===== src/rtl/pb_debounce_bank.sv =====
// Multi-channel push-button debouncer.
// Each channel has a 2-flop synchroniser, optional polarity inversion
// and a stability counter. A shared prescaler sets the sample rate.
// Ports:
//   clk     : system clock, all logic on rising edge
//   rst     : synchronous active-high reset
//   pb_in   : raw asynchronous button levels [N]
//   pb_out  : debounced level, 1 = pressed [N]
//   pb_rise : one-cycle strobe on accepted press [N]
//   pb_fall : one-cycle strobe on accepted release [N]
//   tick    : sample strobe shared by all channels
module pb_debounce_bank #(
  parameter int N            = 4,
  parameter int TICK_DIV     = 50,
  parameter int STABLE_TICKS = 4,
  parameter bit ACTIVE_LOW   = 1'b0
) (
  input  logic         clk,
  input  logic         rst,
  input  logic [N-1:0] pb_in,
  output logic [N-1:0] pb_out,
  output logic [N-1:0] pb_rise,
  output logic [N-1:0] pb_fall,
  output logic         tick
);

  localparam int DW =
    (TICK_DIV > 1) ? $clog2(TICK_DIV) : 1;
  localparam int CW = $clog2(STABLE_TICKS + 1);

  localparam logic [DW-1:0] DIV_MAX =
    DW'(TICK_DIV - 1);
  localparam logic [CW-1:0] CNT_MAX =
    CW'(STABLE_TICKS - 1);
  localparam logic [N-1:0] IDLE =
    {N{ACTIVE_LOW}};

  logic [DW-1:0] div_q, div_d;
  logic          tick_q, tick_d;

  logic [N-1:0]  sync1_q, sync2_q;
  logic [N-1:0]  s;

  logic [N-1:0]  out_q, out_d;
  logic [N-1:0]  rise_q, rise_d;
  logic [N-1:0]  fall_q, fall_d;
  logic [CW-1:0] cnt_q [N];
  logic [CW-1:0] cnt_d [N];

  // tick is registered from the next count so
  // it is high while div_q sits at DIV_MAX.
  always_comb begin
    div_d  = (div_q == DIV_MAX) ?
             '0 : div_q + 1'b1;
    tick_d = (div_d == DIV_MAX);
  end

  assign s = sync2_q ^ IDLE;

  always_comb begin
    out_d  = out_q;
    rise_d = '0;
    fall_d = '0;
    for (int i = 0; i < N; i++) begin
      cnt_d[i] = cnt_q[i];
    end
    if (tick_q) begin
      for (int i = 0; i < N; i++) begin
        if (s[i] == out_q[i]) begin
          cnt_d[i] = '0;
        end else if (cnt_q[i] == CNT_MAX) begin
          cnt_d[i]  = '0;
          out_d[i]  = s[i];
          rise_d[i] = s[i];
          fall_d[i] = ~s[i];
        end else begin
          cnt_d[i] = cnt_q[i] + 1'b1;
        end
      end
    end
  end

  // Sync flops reset to the raw idle level so
  // a held button after reset looks like a
  // fresh press rather than a release.
  always_ff @(posedge clk) begin
    if (rst) begin
      div_q   <= '0;
      tick_q  <= 1'b0;
      sync1_q <= IDLE;
      sync2_q <= IDLE;
      out_q   <= '0;
      rise_q  <= '0;
      fall_q  <= '0;
      for (int i = 0; i < N; i++) begin
        cnt_q[i] <= '0;
      end
    end else begin
      div_q   <= div_d;
      tick_q  <= tick_d;
      sync1_q <= pb_in;
      sync2_q <= sync1_q;
      out_q   <= out_d;
      rise_q  <= rise_d;
      fall_q  <= fall_d;
      for (int i = 0; i < N; i++) begin
        cnt_q[i] <= cnt_d[i];
      end
    end
  end

  assign pb_out  = out_q;
  assign pb_rise = rise_q;
  assign pb_fall = fall_q;
  assign tick    = tick_q;

endmodule

===== config.mk =====
export PLATFORM = sky130hd
export DESIGN_NAME = pb_debounce_bank
export DESIGN_NICKNAME = d
export VERILOG_FILES = /design/src/rtl/pb_debounce_bank.sv
export SDC_FILE = /design/constraint.sdc
export NUM_CORES = 1
export LEC_CHECK = 0
export CORE_AREA = 2 2 62 64
export DETAILED_ROUTE_END_ITERATION = 12
export DIE_AREA = 0 0 64 66
export PLACE_DENSITY_LB_ADDON = 0.05
export SYNTH_ARGS = -nofsm -noshare
export SYNTH_HDL_FRONTEND = slang
export SYNTH_SLANG_ARGS = --single-unit

===== constraint.sdc =====
create_clock -name clk -period 2.48 [get_ports clk]
set_input_delay 0.496 -clock clk [delete_from_list [all_inputs] [get_ports clk]]
set_output_delay 0.496 -clock clk [all_outputs]
set_load 0.02 [all_outputs]

==> impl_metrics.yaml <==
pwr:
  power.share.combinational_pct: 4.3
  power.share.sequential_pct: 66.5
  ir_worst_vdd_mv: 0.298
  power_density_nw_per_um2: 541
  sw_frac_of_total_pct: 21.7
  p_sw_uw: 211
  clock_share_of_power_pct: 29.2
  power_report.internal_total_uw: 759
  power.static_leakage_nw: 0.661
setup_path:
  critPathLaunchType: "register"
  arrival_ns: 1.37
  critical_path.max_fanout: 5
  required_ns: 1.98
  setup.worst_path.class: "register to output port"
  cp_slowest_cell: "sky130_fd_sc_hd__clkdlybuf4s50_1"
  crit_path_cell_trace: "clkdlybuf4s50_1"
  worst-path-buf-inv: 1
  critPathMaxStageDelay_ns: 0.63
  worst_path_dominant_cell_family: "buffers and inverters"
  timing.critical_path.to_type: "output port"
cts:
  cts.root.buffer_cell: "sky130_fd_sc_hd__clkbuf_4"
  cts_inserted_buffers: 5
  cts.hold.buffers_added: 0
  clk_transition_reported_paths_ns: 0.10
  clock_tree_from_tritoncts: "done"
  postCtsSetupRepairBufs: 0
  cts.htree.levels: 2
  post_cts_resized: 0
  clk-insertion-delay-late_ns: 0.33
  buffer_depth_of_the_longest_clock_path: 2
  clock-sinks: 39
global_routing:
  initial_antenna_violation_count: 0
  vias_in_the_first_global_route: 1036
  track_usage_pct: 13.7
  pin_count_of_the_biggest_net_entering_global_routing: 25
  grt_pass1_wl_um: 4280
  globalRoute.totalOverflow: 0
logic_synthesis:
  synth_seq_area_share_pct: 51.6
  postSynthCellCount: 148
  synth.avg_cell_area_um2: 10.2
  synth.ff_latch_count: 39
  synth.lib_cells_used.distinct: 30
  synth_nets: 160
  syn-cell-area_um2: 1510
  synth_warn: 0
floorplan:
  vert_die_dim_um: 66
  initial_utilization_pct: 42.6
  floorplan.core_area_um2: 3550
  top_level_ports: 19
  chipWidth_um: 64
  number_of_placement_rows: 22
  full_die_area_um2: 4220
sta:
  fin_tns_setup_ns: 0
  fin_skew_ns: 0.00464
  rsz0062_at_grt: "false"
  min_period_ns: 1.87
  min_period_over_period_pct: 75.2
  hold_viol_final: 0
  worstMarginPinSlew_ns: 0.447
  drv_slew: 0
  fmax_mhz: 536
  setup_viol_count_final: 0
  slew-limit-headroom_pct: 70.1
detailed_routing:
  finalWirelength_um: 2500
  initialDrtViolationCount: 35
  via_count: 1070
  route.detailed.vias_per_inst: 4.93
  drt_first_pass_iters: 4
  ant_nets: 0
  route.detailed.wl_per_inst_um: 11.5
  detail_route.drc_violations: 0
cells_and_area:
  mostFrequentLayoutCells: "sky130_fd_sc_hd__dfxtp_1 (39), sky130_fd_sc_hd__clkdlybuf4s50_1 (18), sky130_fd_sc_hd__nand2b_1 (17), sky130_fd_sc_hd__nor2_1 (9), sky130_fd_sc_hd__a21oi_1 (9)"
  flow.area_growth_from_synthesis_pct: 18.4
  drive_gt1_share_pct: 7.10
  layout.nets: 182
  multi_input_comb_area_um2: 686
  ff_latch_area_um2: 781
  layout.cells.most_common: "sky130_fd_sc_hd__dfxtp_1"
  post-route-util_pct: 50.5
  diodes: 0
  layout.filler_cells: 329
placement:
  gpl.final_weighted_congestion: 0.712
  placement.io_buffers: 18
  detailedPlacementHpwl_um: 1790
run:
  max_cap_violations: 0
outcome:
  run_status: "complete, no violations"
worst_hold_path:
  hold_path_class: "register to register"
-- routing by layer --
metal / GRT usage [%] / part of all wire [%] / up-vias
met2: 23.8 / 49 / 18
met3: 5.62 / 4.0 / 8
met1: 13.8 / 44 / 491
met4: 8.15 / 2.8 / 0
met5: 0 / 0 / -
li1: - / - / 553
-- final timing paths --
check	startpoint	endpoint	slack [ns]	cells past startpoint
setup / recovery	pb_out[1]	pb_out[1]	0.61	1
hold / removal	sync1_q[0]	s[0]	0.45	1
setup reg to reg	div_q[0]	div_q[4]	1.14	4
hold reg to reg	sync1_q[0]	s[0]	0.45	1
-- per-stage QoR --
step / total power, mW / hold WS (ns) / setup slack [ns] / area, µm² / instances
floorplan: 0.684 / 0.414 / 1.26 / 1510 / 148
global placement: 0.700 / 0.422 / 0.679 / 1750 / 211
detailed placement: 0.702 / 0.423 / 0.664 / 1750 / 211
CTS: 0.987 / 0.449 / 0.587 / 1790 / 217
global route: 1.02 / 0.464 / 0.524 / 1790 / 217
finish: 0.970 / 0.445 / 0.614 / 1790 / 217
-- sequential cells by signal, indices dropped and copies added (netlist names) --
name	flops
pb_fall	4
s	4
div_q	6
cnt_q	12
sync1_q	4
pb_rise	4
tick	1
pb_out	4
-- final cells by class --
type	count	share of cell area, %
flip-flops and latches	39	43.5
inverters	6	1.26
clock buffers	6	2.30
multi-input cells	97	38.2
well taps	48	3.35
repair buffers	21	11.3
-- cell usage after synthesis, drive strengths merged --
library cell | n | share of area, %
a211oi | 1 | 0.50
a21oi | 10 | 3.6
and3b | 1 | 0.58
buf | 2 | 0.66
clkbuf | 4 | 0.99
dfxtp | 39 | 52
ha | 6 | 5.0
inv | 6 | 1.5
mux2i | 4 | 2.6
nand2 | 1 | 0.25
nand2b | 17 | 7.0
nand3 | 5 | 2.0
nand3b | 5 | 2.5
nand4 | 1 | 0.41
nand4b | 3 | 1.7
nand4bb | 1 | 0.74
nor2 | 9 | 2.2
nor2b | 8 | 3.3
nor4 | 4 | 1.7
nor4b | 5 | 2.9
o21ai | 2 | 0.66
o21bai | 1 | 0.50
o31ai | 2 | 0.99
o32ai | 1 | 0.58
or3 | 1 | 0.41
or3b | 2 | 1.2
xnor2 | 2 | 1.2
xor2 | 5 | 2.9
-- cell families after synthesis --
| logic type | share of synthesized area (%) |
|---|---|
| compound gates | 6.78 |
| xor+xnor | 4.05 |
| fa+ha+maj | 4.96 |
| buf+inv | 3.14 |
| flops | 51.6 |
| mux | 2.64 |
| simple gates | 26.9 |
-- power by group through the flow --
| stage | Sequential (mW) | Clock [mW] | Combinational (mW) |
|---|---|---|---|
| floorplan | 0.658 | 0 | 0.0265 |
| global placement | 0.659 | 0 | 0.0407 |
| detailed placement | 0.660 | 0 | 0.0421 |
| CTS | 0.645 | 0.299 | 0.0423 |
| global route | 0.647 | 0.329 | 0.0473 |
| finish | 0.645 | 0.283 | 0.0417 |
Note: power is estimated with default switching activity, not from simulation.
